[config.mk]
export PLATFORM = sky130hd
export DESIGN_NAME = w_encoder_velocity_calc
export DESIGN_NICKNAME = d
export VERILOG_FILES = /design/src/rtl/w_encoder_velocity_calc.sv
export SDC_FILE = /design/constraint.sdc
export NUM_CORES = 1
export LEC_CHECK = 0
export ABC_AREA = 1
export CORE_ASPECT_RATIO = 0.75
export CORE_MARGIN = 10
export CORE_UTILIZATION = 45
export CTS_CLUSTER_DIAMETER = 100
export DETAILED_ROUTE_END_ITERATION = 12
export PLACE_DENSITY = 0.67
export SYNTH_ARGS = -nofsm -noshare
export SYNTH_HDL_FRONTEND = slang
export SYNTH_SLANG_ARGS = --single-unit
[constraint.sdc]
create_clock -name clk -period 20.2 [get_ports clk]
set_input_delay 3.03 -clock clk [delete_from_list [all_inputs] [get_ports clk]]
set_output_delay 3.03 -clock clk [all_outputs]
set_load 0.005 [all_outputs]
[src/rtl/w_encoder_velocity_calc.sv]
// Encoder position front end: wrap-aware signed delta, 16-deep speed window,
// revolution count, sample timeout, plausibility and error accounting.
module w_encoder_velocity_calc #(
  parameter int unsigned TIMEOUT_CYC = 12500,
  parameter int unsigned JUMP_LIM    = 4096
) (
  input  logic        clk,
  input  logic        rst,
  input  logic        motion_en,
  input  logic        cfg_spindle_width_i,
  input  logic        pos_en_i,
  input  logic [31:0] pos_i,
  input  logic        pos_error_i,
  input  logic        pos_warn_i,
  output logic        delta_en_o,
  output logic [31:0] delta_o,
  output logic        speed_en_o,
  output logic [31:0] speed_o,
  output logic [15:0] rev_cnt_o,
  output logic        stale_o,
  output logic        jump_err_o,
  output logic [7:0]  err_cnt_o,
  output logic        warn_o
);
  localparam int unsigned PW  = 26;
  localparam int unsigned DW  = 32;
  localparam int unsigned WIN = 16;
  localparam int unsigned FW  = 5;
  localparam int unsigned TW  = $clog2(TIMEOUT_CYC + 1);

  typedef enum logic [1:0] {IDLE, PRIME, TRACK, FAULT} state_t;

  state_t          state_q, state_d;
  logic            cfg_q, cfg_d;
  logic [PW-1:0]   prev_q, prev_d;
  logic [DW-1:0]   win_q [WIN];
  logic [DW-1:0]   win_d [WIN];
  logic [DW-1:0]   sum_q, sum_d;
  logic [FW-1:0]   fill_q, fill_d;
  logic [TW-1:0]   tmo_q, tmo_d;
  logic            spd_pend_q, spd_pend_d;
  logic            delta_en_q, delta_en_d;
  logic [DW-1:0]   delta_q, delta_d;
  logic            speed_en_q, speed_en_d;
  logic [DW-1:0]   speed_q, speed_d;
  logic [15:0]     rev_q, rev_d;
  logic            stale_q, stale_d;
  logic            jump_q, jump_d;
  logic [7:0]      err_q, err_d;
  logic            warn_q, warn_d;

  logic [PW-1:0]   pos_m;
  logic [PW-1:0]   diff;
  logic [DW-1:0]   d_ext;
  logic [DW-1:0]   d_mag;
  logic            is_jump;
  logic            accept;
  logic            reject;
  logic            cfg_chg;
  logic            clr_win;
  logic            unused_pos;

  assign unused_pos = ^pos_i[31:PW];

  // Delta is taken modulo 2^W and sign-extended from the active width's MSB
  assign pos_m   = cfg_q ? pos_i[PW-1:0] : {8'd0, pos_i[17:0]};
  assign diff    = pos_m - prev_q;
  assign d_ext   = cfg_q ? {{6{diff[25]}}, diff} : {{14{diff[17]}}, diff[17:0]};
  assign d_mag   = d_ext[DW-1] ? (DW'(0) - d_ext) : d_ext;
  assign is_jump = d_mag > DW'(JUMP_LIM);
  assign accept  = pos_en_i & ~pos_error_i;
  assign reject  = pos_en_i & pos_error_i;
  assign cfg_chg = cfg_spindle_width_i != cfg_q;

  always_comb begin
    state_d    = state_q;
    cfg_d      = cfg_q;
    prev_d     = prev_q;
    win_d      = win_q;
    sum_d      = sum_q;
    fill_d     = fill_q;
    tmo_d      = tmo_q;
    spd_pend_d = 1'b0;
    delta_en_d = 1'b0;
    delta_d    = delta_q;
    speed_en_d = 1'b0;
    speed_d    = speed_q;
    rev_d      = rev_q;
    stale_d    = stale_q;
    jump_d     = 1'b0;
    err_d      = err_q;
    warn_d     = warn_q;
    clr_win    = 1'b0;

    // Second pipeline stage: publish the window sum one cycle after the delta
    if (spd_pend_q) begin
      speed_en_d = 1'b1;
      speed_d    = sum_q;
    end

    if (!motion_en) begin
      state_d    = IDLE;
      cfg_d      = 1'b0;
      prev_d     = '0;
      tmo_d      = '0;
      speed_en_d = 1'b0;
      speed_d    = '0;
      delta_d    = '0;
      rev_d      = '0;
      stale_d    = 1'b0;
      err_d      = '0;
      warn_d     = 1'b0;
      clr_win    = 1'b1;
    end else if (cfg_chg) begin
      cfg_d   = cfg_spindle_width_i;
      state_d = PRIME;
      tmo_d   = '0;
      clr_win = 1'b1;
    end else begin
      case (state_q)
        IDLE: state_d = PRIME;
        default: begin
          if (reject) begin
            if (err_q != 8'hFF) err_d = err_q + 8'd1;
          end else if (accept) begin
            tmo_d   = '0;
            stale_d = 1'b0;
            warn_d  = pos_warn_i;
            prev_d  = pos_m;
            if (state_q != TRACK) begin
              state_d = TRACK;
              clr_win = 1'b1;
            end else if (is_jump) begin
              jump_d  = 1'b1;
              clr_win = 1'b1;
            end else begin
              delta_en_d = 1'b1;
              delta_d    = d_ext;
              if (!d_ext[DW-1] && (d_ext != '0) && (pos_m < prev_q)) rev_d = rev_q + 16'd1;
              else if (d_ext[DW-1] && (pos_m > prev_q))              rev_d = rev_q - 16'd1;
              // Oldest slot stays zero until the window has filled since the last clear
              sum_d    = sum_q + d_ext - win_q[WIN-1];
              win_d[0] = d_ext;
              for (int i = 1; i < WIN; i++) win_d[i] = win_q[i-1];
              if (fill_q != FW'(WIN)) fill_d = fill_q + FW'(1);
              spd_pend_d = fill_q >= FW'(WIN - 1);
            end
          end else if (state_q != FAULT) begin
            if (tmo_q == TW'(TIMEOUT_CYC - 1)) begin
              stale_d = 1'b1;
              state_d = FAULT;
              tmo_d   = '0;
            end else begin
              tmo_d = tmo_q + TW'(1);
            end
          end
        end
      endcase
    end

    if (clr_win) begin
      for (int i = 0; i < WIN; i++) win_d[i] = '0;
      sum_d      = '0;
      fill_d     = '0;
      spd_pend_d = 1'b0;
    end
  end

  always_ff @(posedge clk or posedge rst) begin
    if (rst) begin
      state_q    <= IDLE;
      cfg_q      <= 1'b0;
      prev_q     <= '0;
      for (int i = 0; i < WIN; i++) win_q[i] <= '0;
      sum_q      <= '0;
      fill_q     <= '0;
      tmo_q      <= '0;
      spd_pend_q <= 1'b0;
      delta_en_q <= 1'b0;
      delta_q    <= '0;
      speed_en_q <= 1'b0;
      speed_q    <= '0;
      rev_q      <= '0;
      stale_q    <= 1'b0;
      jump_q     <= 1'b0;
      err_q      <= '0;
      warn_q     <= 1'b0;
    end else begin
      state_q    <= state_d;
      cfg_q      <= cfg_d;
      prev_q     <= prev_d;
      for (int i = 0; i < WIN; i++) win_q[i] <= win_d[i];
      sum_q      <= sum_d;
      fill_q     <= fill_d;
      tmo_q      <= tmo_d;
      spd_pend_q <= spd_pend_d;
      delta_en_q <= delta_en_d;
      delta_q    <= delta_d;
      speed_en_q <= speed_en_d;
      speed_q    <= speed_d;
      rev_q      <= rev_d;
      stale_q    <= stale_d;
      jump_q     <= jump_d;
      err_q      <= err_d;
      warn_q     <= warn_d;
    end
  end

  assign delta_en_o = delta_en_q;
  assign delta_o    = delta_q;
  assign speed_en_o = speed_en_q;
  assign speed_o    = speed_q;
  assign rev_cnt_o  = rev_q;
  assign stale_o    = stale_q;
  assign jump_err_o = jump_q;
  assign err_cnt_o  = err_q;
  assign warn_o     = warn_q;

endmodule

[Word-level counts from Yosys, hierarchy flattened]
Cells that the tools add are included.
Storage, ports and cells
  output and inout port bits: 93
  flip-flop bits (word level): 686
  bits of input ports: 39
  logic and storage cells: 212
Cells by class
  eq/ne operators: 31
  $add $sub $neg: 9
  reduce and logical (&&, ||, !) cells: 18
  bitwise gates (word level): 3
  multiplexer cells: 115
  magnitude comparators: 4
Operators with widths (count)
  two-way mux 512 bit: 8
  two-way mux 32 bit: 19
  two-way mux 26 bit: 6
  two-way mux 16 bit: 9
  two-way mux 14 bit: 7
  two-way mux 5 bit: 9
  two-way mux 1 bit: 44
  two-way mux 8 bit: 5
  adder 32 bit: 1
  greater-than comparator 32 x 13 -> 1 bit (second input constant): 1
  nonzero test 32 bit: 1
  subtractor 1 x 32 -> 32 bit (first input constant): 1
  subtractor 32 bit: 1
  greater-than comparator 26 bit: 1
  less-than comparator 26 bit: 1
  subtractor 26 bit: 1
  inequality test 2 bit (second input constant): 9
  adder 16 x 1 -> 16 bit (second input constant): 1
  two-way mux 2 bit: 8
  inequality test 2 x 1 -> 1 bit (second input constant): 8
  subtractor 16 x 1 -> 16 bit (second input constant): 1
  adder 14 x 1 -> 14 bit (second input constant): 1
  equality test 14 bit (second input constant): 1
  AND reduction 7 bit: 2
  24 further kinds: 34

[Longest topological paths before layout]
  word-level depth: 15
  depth in mapped cells: 36
  depth with buffers taken out: 36

[Least setup slack after synthesis]
No wires, ideal clock.
  path type: in2reg
  start: input pos_i[0]
  end: register rev_q[15] (netlist: rev_cnt_o[15])
  slack: 12935 ps
  library setup time: 83 ps
  data arrival time: 7183 ps
  cell stages on the path: 34
  path through: inv_1 > ha_1 > inv_1 > fa_1 > nand2_1 > nand2_1 > nand3_1 > nand2_1 > nand2_1 > nand3_1 > nand2_1 > nand2_1 > inv_1 > nand2_1 > nor2_1 > nand2_1 > nor4_1 > nand3_1 > nand2_1 > ha_1 > nand2_1 > nand2_1 > a31oi_1 > inv_1 > nand3_1 > o211ai_1 > nand2_1 > inv_1 > o21ai_0 > a21oi_1 > a211oi_1 > a21oi_1 > or2_2 > o21ai_0
On the way
  word-level cells in the longest chain between the ends: 14
  elaborated cells between the ends (all ways): 24
  classes of those cells: add/sub (2); order compare (3); eq/ne (2); mux (11); reduce/logical (6)
RTL lines
  start, declared: line 12  | input logic [31:0] pos_i,
  two-way mux 26 bit *: line 66  | assign pos_m = cfg_q ? pos_i[PW-1:0] : {8'd0, pos_i[17:0]};
  branches (longest 13 deep; another with subtractor 1 x 32 -> 32 bit)
  end signal, assigned: line 201  | rev_q <= rev_d;
  end, declared: line 46  | logic [15:0] rev_q, rev_d;
Mark *: on every way between the ends. The select of a mux whose other input is x is not followed.
A chain may end at the register's enable or synchronous reset.

[Worst setup path in the final report]
  start: input pos_i[0]
  end: register win_q[486] (netlist bit)
On the way
  word-level cells in the longest chain between the ends: 15
  elaborated cells between the ends (all ways): 29
  classes of those cells: add/sub (2); order compare (1); eq/ne (5); mux (18); reduce/logical (3)
RTL lines
  two-way mux 26 bit *: line 66
  subtractor 26 bit *: line 67  | assign diff = pos_m - prev_q;
  two-way mux 32 bit *: line 68  | assign d_ext = cfg_q ? {{6{diff[25]}}, diff} : {{14{diff[17]}}, diff[17:0]};
  subtractor 1 x 32 -> 32 bit: line 69  | assign d_mag = d_ext[DW-1] ? (DW'(0) - d_ext) : d_ext;
  two-way mux 32 bit: line 69
  greater-than comparator 32 x 13 -> 1 bit: line 70  | assign is_jump = d_mag > DW'(JUMP_LIM);
  two-way mux 1 bit: line 133  | end else if (is_jump) begin
  two-way mux 1 bit: line 130  | if (state_q != TRACK) begin
  two-way mux 1 bit: line 125  | end else if (accept) begin
  two-way mux 1 bit: line 123  | if (reject) begin
  two-way mux 1 bit: line 120  | case (state_q)
  two-way mux 1 bit: line 114  | end else if (cfg_chg) begin
  two-way mux 1 bit: line 101  | if (!motion_en) begin
  inequality test 2 bit (no line) (tied with other cells)
  AND reduction 7 bit (no line)
  end, declared: line 36  | logic [DW-1:0] win_q [WIN];
Mark *: on every way between the ends. The rest lies on a longest branch, timed or not. The select of a mux whose other input is x is not followed.

==> flow_summary.toml <==
[setup_path]
critical-path-max-stage-delay_ns = 0.95
timing.reg2reg.worst_path_depth = 27
startpoint_of_the_worst_register_to_register_path = "cfg_q"
worst_path_most_repeated_cell = "sky130_fd_sc_hd__nand2_1"
critPathSlowestCell = "sky130_fd_sc_hd__inv_8"
cp.required_ns = 20.73
critPathCaptureType = "register"
path_max_fanout = 242
critical_path_class = "in -> reg"
startpoint_type = "input pin"
r2r-end = "win_q[486]"
reg2reg_slack_ns = 13.33
worst_path_arrival_time_ns = 9.84

[pwr]
vdd.ir_drop.worst_v = 0.0001155
p_per_area_nw_per_um2 = 92.32
power.static_leakage_nw = 16.00

[synth]
ys.warnings.count = 0
synth-compound-area-share_pct = 8.075
dominantRegCellSynth = "sky130_fd_sc_hd__dfrtp_1"
synth_top_area_share_pct = 49.69
netlist_area_sq_um = 29410
synthCells = 3611
synth.top_cells.by_area = "sky130_fd_sc_hd__dfrtp_1 (50%), sky130_fd_sc_hd__nand2_1 (14%), sky130_fd_sc_hd__nand3_1 (9.6%), sky130_fd_sc_hd__a21oi_1 (4.9%), sky130_fd_sc_hd__inv_1 (4.1%)"
yosys.area.top_type = "sky130_fd_sc_hd__dfrtp_1"
synth_edf_count = 0
post_synthesis_area_per_instance_sq_um = 8.144
synth_area_in_adders_pct = 5.522
synth-simple-area-share_pct = 27.56
synth_fp_nets = 3760
synth_commonest_cells = "sky130_fd_sc_hd__nand2_1 (1124), sky130_fd_sc_hd__dfrtp_1 (584), sky130_fd_sc_hd__nand3_1 (565)"
synth.most_common_cell = "sky130_fd_sc_hd__nand2_1"
synthXorXnorAreaFrac_pct = 1.251
post_synth_num_cell_types = 46
async_s_r_ff_share_synth_pct = 100.0
synth_seq_area_share_pct = 49.69
synth.mux.area_fraction_pct = 0
count_of_state_elements_after_synthesis = 584
dominant_combinational_cell_family_by_area_after_synthesis = "simple AND/OR/NAND/NOR gates"

[clocking]
cts_setup_buffers = 0
path_clk_slew_ns = 0.07
cts_hold_buf = 0
cts_tree = "built"
total_cts_buffers = 55
htree_levels = 2
cts_root_buf = "sky130_fd_sc_hd__clkbuf_16"
cts.path.max_buffers = 3
cts_sinks = 584
clk_latency_ns = 0.64
cts_resized = 0

[layout]
fin_nets = 3760
fill_cells = 6159
area.growth.synth_to_final_pct = 11.61
multi_input_combinational_cell_area_sq_um = 12500
layout-drive-gt1-share_pct = 4.516
final_core_util_pct = 50.53
layout.area.seq_sq_um = 14610

[global_route]
grt_pass1_wl_mm = 117.0
grt-ovfl-total = 0
largest_net_degree_at_the_start_of_global_routing = 253
grt_antenna_before_repair = 1
vias_in_the_first_global_route = 21944
gr-usage-all-layers_pct = 18.46

[timing]
timing.setup.tns_ns = 0
finalSetupViolations = 0
grt_setup_unrepaired = "no"
post-route-period-util_pct = 46.07
fmaxAchievable_mhz = 107.5
hold_viol = 0
final_period_minus_worst_setup_slack_ns = 9.305
slew_headroom_pct = 14.65
timing_worst_slew_pin_value_ns = 1.280
report.final.slew_viol_count = 0
final_clock_skew_ns = 0.03718

[route]
wl_per_cell_um = 15.74
ant_nets_after_route = 0
route.vias.total = 23672
detail_route.wirelength_mm = 71.23
vias_per_cell = 5.230
drt_pass1_iterations = 5
drt_drc_violations_left = 0
drtIter0Drc = 2406

[die]
dieArea_sq_um = 76090
rows = 81
fp.coreArea_sq_um = 64960
die_height_um = 241.4
die_w_um = 315.2
starting_density_pct = 45.27
num_io_pins = 132

[hold_path]
min_from = "delta_o[19]"
hold_path_depth = 2
min-delay-path-class = "reg -> reg"
hold-path-endpoint = "delta_o[19]"

[job]
maxCapViolations = 0

[place]
dp.final_hpwl_mm = 45.51
place.port_buffers = 125
place.gp.congestion = 0.8869

[outcome]
run_status = "complete, no violations"
kinds of logic after synthesis:
family | count (synthesis)
flops | 584
compound gates | 445
buf+inv | 531
xor+xnor | 42
fa+ha+maj | 110
simple gates | 1899
metrics by stage:
| stage | power, mW | hold slack (ns) | setup WS, ns | instances | cell area [sq um] |
|---|---|---|---|---|---|
| finish | 3.030 | 0.4800 | 10.89 | 4526 | 32830 |
| global route | 3.204 | 0.4940 | 10.36 | 4526 | 32830 |
| CTS | 3.051 | 0.4831 | 11.01 | 4525 | 32820 |
| detailed placement | 1.962 | 0.4646 | 10.36 | 4425 | 30920 |
| global placement | 1.957 | 0.4641 | 10.43 | 4425 | 30920 |
| floorplan | 1.775 | 0.4679 | 0.8287 | 3611 | 29410 |
area by class of cell:
cell class / instances / share of cell area, %
timing repair buffer: 147 / 4.467
tap: 871 / 3.320
antenna: 1 / 0.007623
sequential: 584 / 44.52
inverter: 327 / 3.800
multi-input combinational: 2496 / 38.09
clock inverter: 19 / 0.8195
clock buffer: 81 / 4.978
state kept, by name, summed over array words and instances (netlist names):
register    cells
fill_q          5
speed_en_o      1
warn_o          1
delta_o        26
stale_o         1
prev_q         26
win_q         416
speed_o        32
rev_cnt_o      16
err_cnt_o       8
spd_pend_q      1
state_q         2
jump_err_o      1
delta_en_o      1
tmo_q          14
sum_q          32
cfg_q           1
power breakdown:
part	switching (mW)	internal (mW)	total, mW
Clock	0.468	0.615	1.08
Sequential	0.0180	1.19	1.21
Combinational	0.474	0.265	0.739
placed cells by master, fill, tap and decap left out, types with 16 or more instances in the layout:
| cell | netlist | final |
|---|---|---|
| sky130_fd_sc_hd__ha_1 | 77 | 77 |
| sky130_fd_sc_hd__dfrtp_1 | 584 | 584 |
| sky130_fd_sc_hd__clkbuf_8 | 0 | 16 |
| sky130_fd_sc_hd__clkdlybuf4s50_1 | 0 | 125 |
| sky130_fd_sc_hd__nand2_1 | 1124 | 1124 |
| sky130_fd_sc_hd__nand4_1 | 29 | 29 |
| sky130_fd_sc_hd__o22ai_1 | 22 | 22 |
| sky130_fd_sc_hd__nand3_1 | 565 | 564 |
| sky130_fd_sc_hd__buf_4 | 50 | 18 |
| sky130_fd_sc_hd__nor2_1 | 104 | 102 |
| sky130_fd_sc_hd__o21ai_0 | 92 | 92 |
| sky130_fd_sc_hd__clkbuf_16 | 0 | 55 |
| sky130_fd_sc_hd__nor3_1 | 23 | 23 |
| sky130_fd_sc_hd__xor2_1 | 29 | 29 |
| sky130_fd_sc_hd__a21oi_1 | 285 | 285 |
| sky130_fd_sc_hd__fa_1 | 33 | 33 |
| sky130_fd_sc_hd__inv_1 | 323 | 322 |
routing by layer:
layer | up-vias | part of all wire (%) | GRT usage (%)
met3 | 87 | 6.1 | 3.699
met2 | 480 | 43 | 27.21
li1 | 11717 | - | -
met4 | 0 | 2.1 | 4.590
met5 | - | 0 | 0
met1 | 11388 | 49 | 27.40
worst max-delay path by stage:
stage / start / end
2_1_floorplan: rst / cfg_q
3_3_place_gp: pos_i[0] / win_q[488]
3_5_place_dp: pos_i[0] / win_q[486]
4_1_cts: pos_i[0] / win_q[486]
5_1_grt: pos_i[0] / win_q[486]
6_report: pos_i[0] / win_q[486]
worst max-delay path, delay by kind of cell:
kind	cells	cell delay, ns
adders and majority gates	2	0.73
and+or+nand+nor	18	3.04
xor gates and xnor gates	1	0.50
buffers and inverters	6	2.23
Power figures use the tool's default switching activity.
